### src/rtl/rot_win_ctrl.sv
// rtl/rot_win_ctrl.sv - windowed rotation-shift tracker with lock detection and adjustment handshake
// Build option: define ROT_WIN_ACK_TIMEOUT_EN to abort adjustments left unacknowledged for 256 cycles
module rot_win_ctrl #(
  parameter int CTR_SIZE = 5,
  parameter int WIN_SIZE = 16,
  parameter int LOCK_CNT = 4
) (
  input  logic                clk,
  input  logic                rstn,
  input  logic                start,
  input  logic                stop,
  input  logic [WIN_SIZE-1:0] win_len,
  input  logic [CTR_SIZE-1:0] thr,
  input  logic [CTR_SIZE-1:0] rot_sh,
  input  logic                rot_err,
  output logic                sc_en,
  output logic                sc_timeout,
  output logic                adj_req,
  output logic                adj_dir,
  input  logic                adj_ack,
  output logic                locked,
  output logic                busy,
  output logic [7:0]          err_cnt
);

  typedef enum logic [2:0] {S_IDLE, S_CLEAR, S_MEASURE, S_EVAL, S_ADJUST} state_t;

  localparam logic [7:0] LOCK_MAX = 8'(LOCK_CNT);

  state_t              state_q;
  logic [WIN_SIZE-1:0] timer_q;
  logic [CTR_SIZE-1:0] thr_q;
  logic [7:0]          good_q;
  logic [7:0]          err_q;
  logic                sc_en_q, sc_timeout_q, adj_req_q, adj_dir_q, locked_q, busy_q;
`ifdef ROT_WIN_ACK_TIMEOUT_EN
  logic [7:0]          ack_tmr_q;
`endif

  logic [CTR_SIZE-1:0] mag_d;
  logic [WIN_SIZE-1:0] win_load_d;
  logic [7:0]          err_inc_d;
  logic [7:0]          good_inc_d;
  logic                dir_d;

  // The most negative shift wraps back onto itself, which reads as 2^(CTR_SIZE-1) unsigned.
  always_comb begin
    mag_d      = rot_sh[CTR_SIZE-1] ? (~rot_sh + CTR_SIZE'(1)) : rot_sh;
    win_load_d = (win_len < WIN_SIZE'(2)) ? WIN_SIZE'(1) : (win_len - WIN_SIZE'(1));
    err_inc_d  = (err_q == 8'hFF) ? err_q : (err_q + 8'd1);
    good_inc_d = (good_q >= LOCK_MAX) ? good_q : (good_q + 8'd1);
    dir_d      = (rot_sh != '0) && !rot_sh[CTR_SIZE-1];
  end

  always_ff @(posedge clk or negedge rstn) begin
    if (!rstn) begin
      state_q      <= S_IDLE;
      timer_q      <= '0;
      thr_q        <= '0;
      good_q       <= '0;
      err_q        <= '0;
      sc_en_q      <= 1'b0;
      sc_timeout_q <= 1'b0;
      adj_req_q    <= 1'b0;
      adj_dir_q    <= 1'b0;
      locked_q     <= 1'b0;
      busy_q       <= 1'b0;
`ifdef ROT_WIN_ACK_TIMEOUT_EN
      ack_tmr_q    <= '0;
`endif
    end else if (stop) begin
      state_q      <= S_IDLE;
      good_q       <= '0;
      sc_en_q      <= 1'b0;
      sc_timeout_q <= 1'b0;
      adj_req_q    <= 1'b0;
      locked_q     <= 1'b0;
      busy_q       <= 1'b0;
    end else begin
      case (state_q)
        S_IDLE: begin
          if (start) begin
            state_q      <= S_CLEAR;
            sc_en_q      <= 1'b1;
            sc_timeout_q <= 1'b1;
            busy_q       <= 1'b1;
          end
        end
        S_CLEAR: begin
          thr_q        <= thr;
          timer_q      <= win_load_d;
          state_q      <= S_MEASURE;
          sc_timeout_q <= 1'b0;
        end
        S_MEASURE: begin
          if (rot_err) begin
            err_q        <= err_inc_d;
            good_q       <= '0;
            locked_q     <= 1'b0;
            state_q      <= S_CLEAR;
            sc_timeout_q <= 1'b1;
          end else if (timer_q == '0) begin
            state_q <= S_EVAL;
            sc_en_q <= 1'b0;
          end else begin
            timer_q <= timer_q - WIN_SIZE'(1);
          end
        end
        S_EVAL: begin
          if (mag_d > thr_q) begin
            adj_dir_q <= dir_d;
            good_q    <= '0;
            locked_q  <= 1'b0;
            adj_req_q <= 1'b1;
            state_q   <= S_ADJUST;
`ifdef ROT_WIN_ACK_TIMEOUT_EN
            ack_tmr_q <= '0;
`endif
          end else begin
            good_q       <= good_inc_d;
            locked_q     <= locked_q | (good_inc_d == LOCK_MAX);
            state_q      <= S_CLEAR;
            sc_en_q      <= 1'b1;
            sc_timeout_q <= 1'b1;
          end
        end
        S_ADJUST: begin
          if (adj_ack) begin
            adj_req_q    <= 1'b0;
            state_q      <= S_CLEAR;
            sc_en_q      <= 1'b1;
            sc_timeout_q <= 1'b1;
          end
`ifdef ROT_WIN_ACK_TIMEOUT_EN
          // Counter hits 255 on the 256th requesting cycle.
          else if (ack_tmr_q == 8'hFF) begin
            adj_req_q    <= 1'b0;
            err_q        <= err_inc_d;
            state_q      <= S_CLEAR;
            sc_en_q      <= 1'b1;
            sc_timeout_q <= 1'b1;
          end else begin
            ack_tmr_q <= ack_tmr_q + 8'd1;
          end
`endif
        end
        default: begin
          state_q <= S_IDLE;
          busy_q  <= 1'b0;
        end
      endcase
    end
  end

  assign sc_en      = sc_en_q;
  assign sc_timeout = sc_timeout_q;
  assign adj_req    = adj_req_q;
  assign adj_dir    = adj_dir_q;
  assign locked     = locked_q;
  assign busy       = busy_q;
  assign err_cnt    = err_q;

endmodule

### config.mk
export PLATFORM = sky130hd
export DESIGN_NAME = rot_win_ctrl
export DESIGN_NICKNAME = d
export VERILOG_FILES = /design/src/rtl/rot_win_ctrl.sv
export SDC_FILE = /design/constraint.sdc
export NUM_CORES = 1
export LEC_CHECK = 0
export CAP_MARGIN = 15
export CORE_UTILIZATION = 34
export DETAILED_ROUTE_END_ITERATION = 7
export GPL_TIMING_DRIVEN = 0
export SYNTH_ARGS = -nofsm -noshare
export SYNTH_HDL_FRONTEND = slang
export SYNTH_SLANG_ARGS = --single-unit
### constraint.sdc
create_clock -name clk -period 1.65 [get_ports clk]
set_input_delay 0.2475 -clock clk [delete_from_list [all_inputs] [get_ports clk]]
set_output_delay 0.2475 -clock clk [all_outputs]
set_load 0.005 [all_outputs]
# Yosys cells after proc, flatten, opt, wreduce, memory -nomap -nowiden

Cells that the tools add are included.

Word-level logic and storage cells: 98
Flip-flop bits (word level): 46
Output and inout port bits: 14
Input port bits: 32

$add $sub $neg: 5
Magnitude comparators: 3
Multiplexer cells: 37
Eq/ne operators: 17
Reduce and logical (&&, ||, !) cells: 21
Bitwise logic cells: 4

Operators by type and width:

| operator                                                                       | number |
|---|---|
| 16-bit two-way mux                                                             | 3 |
| 8-bit two-way mux                                                              | 4 |
| 16-bit case mux with 2 select lines                                            | 1 |
| 16-bit by 1-bit subtractor with 16-bit output (second input constant)          | 2 |
| 3-bit inequality test (second input constant)                                  | 7 |
| 3-bit two-way mux                                                              | 6 |
| 8-bit by 1-bit adder with 8-bit output (second input constant)                 | 2 |
| 16-bit zero test                                                               | 1 |
| 16-bit by 2-bit less-than comparator with 1-bit output (second input constant) | 1 |
| 8-bit case mux with 2 select lines                                             | 1 |
| 1-bit two-way mux                                                              | 15 |
| 3-bit case mux with 5 select lines                                             | 1 |
| 5-bit nonzero test                                                             | 2 |
| 3-bit AND reduction                                                            | 3 |
| 8-bit by 3-bit == test with 1-bit output (second input constant)               | 1 |
| 8-bit == test (second input constant)                                          | 1 |
| 8-bit by 3-bit >= comparator with 1-bit output (second input constant)         | 1 |
| 4-bit AND reduction                                                            | 2 |
| 3-bit by 2-bit == test with 1-bit output (second input constant)               | 2 |
| 1-bit case mux with 2 select lines                                             | 3 |
| 2-bit AND reduction                                                            | 3 |
| 6-bit AND reduction                                                            | 1 |
| 3-bit nonzero test                                                             | 2 |
| 6-bit nonzero test                                                             | 1 |
| other kinds (19)                                                               | 21 |

# Logic depth before layout (Yosys ltp)

Depth after elaboration: 7
Gate-level depth with buffers: 10
Depth with buffers taken out: 10

# Least setup slack after synthesis

No wires, ideal clock.

Path type: in2reg
Start: in rot_sh[0]
End: reg locked_q, in the netlist locked
Stages on the path: 10
Slack: -411 ps
Data required time: 1569 ps
Setup time: 81 ps
Arrival time: 1980 ps
Path buffers: 0
Cell sequence: inv_1 > ha_1 > nand2b_1 > xnor2_1 > ha_1 > nand3_1 > a21oi_1 > o31ai_1 > a21oi_1 > a21oi_1

Word-level cells in the longest chain between the ends: 7

Ends and longest elaborated chain:

| item                                   | line | text |
|---|---|---|
| start, declared                        | 14   | `input logic [CTR_SIZE-1:0] rot_sh,` |
| 5-bit NOT                              | 48   | `mag_d = rot_sh[CTR_SIZE-1] ? (~rot_sh + CTR_SIZE'(1)) : rot_sh;` |
| 5-bit by 1-bit adder with 5-bit output | 48   |  |
| 5-bit two-way mux (*)                  | 48   |  |
| 5-bit greater-than comparator (*)      | 110  | `if (mag_d > thr_q) begin` |
| 1-bit two-way mux (*)                  | 110  |  |
| 1-bit case mux with 2 select lines (*) | 80   | `case (state_q)` |
| 1-bit two-way mux (*)                  | 71   | `end else if (stop) begin` |
| end signal, assigned                   | 121  | `locked_q <= locked_q \| (good_inc_d == LOCK_MAX);` |
| end, declared                          | 35   | `logic sc_en_q, sc_timeout_q, adj_req_q, adj_dir_q, locked_q, busy_q;` |

Mark *: on every way between the ends. The rest lies on a longest branch, timed or not.
A chain may end at the register's enable or synchronous reset.

# Worst setup path in the final report

Start: reg timer_q[8]
End: reg timer_q[15]

Word-level cells in the longest chain between the ends: 4
Elaborated cells on any way between the ends: 7

Ends and longest elaborated chain:

| item                                          | line | text |
|---|---|---|
| start, declared                               | 31   | `logic [WIN_SIZE-1:0] timer_q;` |
| start signal, assigned                        | 91   | `timer_q <= win_load_d;` |
| start signal, assigned                        | 106  | `timer_q <= timer_q - WIN_SIZE'(1);` |
| 16-bit by 1-bit subtractor with 16-bit output | 106  |  |
| 16-bit two-way mux                            | 102  | `end else if (timer_q == '0) begin` |
| 16-bit two-way mux                            | 96   | `if (rot_err) begin` |
| 16-bit case mux with 2 select lines           | 80   |  |

Parallel ways exist; a longest one is shown, timed or not. The select of a mux whose other input is x is not followed.

==> out/results.md <==
| Parameter | Reported | Unit |
|---|---|---|
| Result of the run | complete, but fails checks | - |
| Failing checks | negative setup slack | - |
| Number of violations of the max-capacitance limit | 0 | - |
| Wire length reported by the detailed router | 7933 | µm |
| Worst slack after detailed placement | -1.060 | ns |
| Core Footprint | 0.008299 | mm² |
| Register area share after synthesis | 39.20 | % |
| Time the worst path needs with I/O delays and setup | 1.927 | ns |
| Clock edge transition at the registers on the reported setup and hold paths | 0.09 | ns |
| Post-Synthesis Net Count | 380 | - |
| Vias in the first global route | 2633 | - |
| Critical Path Source | timer_q[8]$_DFFE_PN0P_ | - |
| Power per cell area | 996.4 | mW/mm² |
| Average vias per placed instance | 5.375 | - |
| Starting utilization of the core area | 35.38 | % |
| Internal power consumption | 2.900 | mW |
| Synthesized-area fraction occupied by and/or/nand/nor cells | 24.63 | % |
| Most area-consuming cells after synthesis | sky130_fd_sc_hd__dfrtp_1 (39%), sky130_fd_sc_hd__o21ai_0 (5.8%), sky130_fd_sc_hd__xnor2_1 (4.8%) | - |
| Max rail drop VDD | 0.3904 | mV |
| Proportion of synthesized area in mux cells | 1.491 | % |
| Worst hold path type | in2reg | - |
| Worst Hold Slack | 0.4170 | ns |
| Wire length of the first global-routing pass | 12540 | µm |
| Die Width | 94.94 | µm |
| Total cell area at the placement stage | 0.003660 | mm² |
| Detailed-router iteration count before antenna repair | 4 | - |
| Synth cell types | 53 | - |
| Number of inserted diodes | 0 | - |
| Yosys warning total | 0 | - |
| HPWL Detailed | 5369 | µm |
| Kind of end point of the critical path | flip-flop | - |
| Area growth from synthesis to final layout | 49.98 | % |
| Sort of element at the start of the critical path | flip-flop | - |
| Leading cell type in the layout, fill and taps excluded | sky130_fd_sc_hd__dfrtp_1 | - |
| CTS tree | built | - |
| Relative slew margins | 59.99 | % |
| Library cell used as clock root buffer | sky130_fd_sc_hd__clkbuf_8 | - |
| Main combinational cell family by area after synthesis | simple AND/OR/NAND/NOR gates | - |
| Hold violation total from the final report | 0 | - |
| Critical path class | reg2reg | - |
| Maximum clock rate | 0.5189 | GHz |
| Post-Synthesis Mean Instance Area | 8.714 | µm² |
| WL/cell | 15.11 | µm |
| Smallest setup slack after layout | -0.2773 | ns |
| Clock share of power | 23.6 | % |
| Y dimension of the die | 94.94 | µm |
| Total GRT Usage | 17.60 | % |
| Clock Sink Count | 46 | - |
| Hold Path Sink | busy$_DFFE_PN0P_ | - |
| Part of the total power dissipated in sequential elements | 37.3 | % |
| Die area | 0.009013 | mm² |
| Most frequently used flop master after synthesis | sky130_fd_sc_hd__dfrtp_1 | - |
| Worst Path Arrival | 2.11 | ns |
| DRC violations left | 0 | - |
| Number of flip-flops and latches in the synthesized netlist | 46 | - |
| Combinational share of power | 39.1 | % |
| Gate count after technology mapping | 337 | - |
| Reg2reg start | timer_q[8]$_DFFE_PN0P_ | - |
| Path depth of the worst reg2reg path | 5 | - |
| Post-Synth Adder-Cell Area | 4.687 | % |
| Initial antenna violation count | 0 | - |
| Layout cells sized above 1 | 29.29 | % |
| R2R Setup Slk | -0.28 | ns |
| Largest net degree at the start of global routing | 26 | - |
| Period Utilization, post-route | 116.8 | % |
| Net load switching power | 1.488 | mW |
| Post-route standard cell area excluding fillers | 0.004404 | mm² |
| Fin. max-slew vios | 0 | - |
| Count of flip-flops with a built-in enable after synthesis | 0 | - |
| Biggest area consumer among synthesized cells | sky130_fd_sc_hd__dfrtp_1 | - |
| Source-to-sink clock delay at the later pin of the worst-skew pair | 0.30 | ns |
| Grt ovf | 0 | - |
| Instance count along the most critical hold path | 2 | - |
| Number of nets with antenna violations after detailed routing | 0 | - |
| Global placement routability congestion | 0.8332 | - |
| Xor/xnor cell area share of the yosys netlist | 6.263 | % |
| Num CTS Buffers | 5 | - |
| Complex-gate fraction of the synthesized area | 19.56 | % |
| Longest Clk Path Bufs | 2 | - |
| Synth async-reset ratio | 100.0 | % |
| Maximum fanout along the worst path | 7 | - |
| Max H-tree Level | 2 | - |
| Sw Share | 33.91 | % |
| Endpoint of the lowest-slack register-to-register path | timer_q[15]$_DFFE_PN0P_ | - |
| Launch instance of the worst min-delay path | stop | - |
| Setup total negative slack | -3.858 | ns |
| Most frequent cells in the layout | sky130_fd_sc_hd__dfrtp_1 (43), sky130_fd_sc_hd__nor2_1 (34), sky130_fd_sc_hd__clkdlybuf4s50_1 (31) | - |
| Top-Level Pins | 46 | - |
| Total number of vias | 2822 | - |
| PortBufs | 44 | - |
| Share of the synthesized area in the top cell type | 39.20 | % |
| Reported leakage power | 1.897 | nW |
| Cell Area, Synth | 0.002937 | mm² |
| First DRT Iteration DRCs | 83 | - |
| Unrepaired setup endpoints after global routing | yes | - |
| Total power after layout | 4.389 | mW |
| Worst slew pin tran | 0.6002 | ns |
| Number of core rows | 33 | - |
| Total of endpoints with negative setup slack in the final report | 29 | - |
| Skew final | 0.006232 | ns |
| Layout Nets | 462 | - |
| Required time at the endpoint of the critical path | 1.84 | ns |
metrics by stage:
step                std cells  utilization (%)
floorplan                 337                -
global placement          486            43.92
detailed placement        487            44.10
CTS                       509            49.12
global route              525            53.07
finish                    525            53.07
synth_stat cells (4+ instances only):
cell	count
sky130_fd_sc_hd__nand3_1	7
sky130_fd_sc_hd__nand2_1	21
sky130_fd_sc_hd__nand2b_1	6
sky130_fd_sc_hd__xnor2_1	16
sky130_fd_sc_hd__xor2_1	5
sky130_fd_sc_hd__nor2b_1	6
sky130_fd_sc_hd__nor3_1	12
sky130_fd_sc_hd__and3_1	5
sky130_fd_sc_hd__a31oi_1	5
sky130_fd_sc_hd__nor4_1	4
sky130_fd_sc_hd__inv_1	16
sky130_fd_sc_hd__a21oi_1	24
sky130_fd_sc_hd__or3_1	4
sky130_fd_sc_hd__clkbuf_1	7
sky130_fd_sc_hd__ha_1	11
sky130_fd_sc_hd__o21ai_0	34
sky130_fd_sc_hd__a22oi_1	4
sky130_fd_sc_hd__nand4_1	10
sky130_fd_sc_hd__nor2_1	35
sky130_fd_sc_hd__dfrtp_1	46
flip-flops by register name (all words and copies together), names as in the netlist:
name,count
thr_q,5
locked,1
adj_req,1
sc_timeout,1
good_q,8
state_q,3
err_cnt,8
busy,1
adj_dir,1
sc_en,1
timer_q,16
power by group through the flow:
stage	Sequential (mW)	Clock (mW)	Combinational [mW]
2_1_floorplan	1.57	0	0.832
3_3_place_gp	1.61	0	1.20
3_5_place_dp	1.61	0	1.23
4_1_cts	1.60	1.06	1.49
5_1_grt	1.68	1.11	1.88
6_report	1.64	1.04	1.71
how the worst max path moves through the flow:
stage / to / slack (ns) / cells after the start
floorplan: adj_dir$_DFFE_PN0P_ / -0.23 / 7
global placement: timer_q[10]$_DFFE_PN0P_ / -1.05 / 1
detailed placement: locked$_DFFE_PN0P_ / -1.06 / 11
CTS: timer_q[15]$_DFFE_PN0P_ / -0.25 / 5
global route: timer_q[15]$_DFFE_PN0P_ / -0.31 / 5
finish: timer_q[15]$_DFFE_PN0P_ / -0.28 / 5
routing by layer:
layer	up-vias	GRT usage [%]	share of wire, %
met5	-	0	0
met4	0	3.283	1.1
met3	9	2.415	3.4
met2	65	30.82	50
met1	1357	23.14	46
li1	1391	-	-
critical path: stages (launching register included):
cell                      delay [ns]
sky130_fd_sc_hd__dfrtp_2        0.49
sky130_fd_sc_hd__or4_4          0.45
sky130_fd_sc_hd__or4_4          0.45
sky130_fd_sc_hd__o31a_1         0.25
sky130_fd_sc_hd__o21ai_1        0.11
sky130_fd_sc_hd__o21ai_1        0.07
cell type report:
class | instances | area (µm²)
fill | 766 | 3895
multi-input combinational | 261 | 2017
sequential | 46 | 1155
timing repair buffer | 79 | 792.0
tap | 105 | 131.4
buffer | 10 | 98.84
clock buffer | 6 | 82.58
inverter | 16 | 67.56
clock inverter | 2 | 60.06
logic make-up (layout without fill, tap and decap cells):
kind of cell,Yosys count,count (layout)
simple gates,131,131
flops,46,46
mux,4,4
fa+ha+maj,11,11
buf+inv,30,113
compound gates,94,94
xor+xnor,21,21
repair_timing:
action | in CTS | in global routing
gates resized for setup | 58 | 45
gates cloned | 0 | 3
pin swaps | 19 | 18
endpoints found under the setup margin | 40 | 37
hold buffers | 1 | 0
endpoints found under the hold margin | 21 | 0
setup buffers | 16 | 14
(Power assumes the default switching activity.)
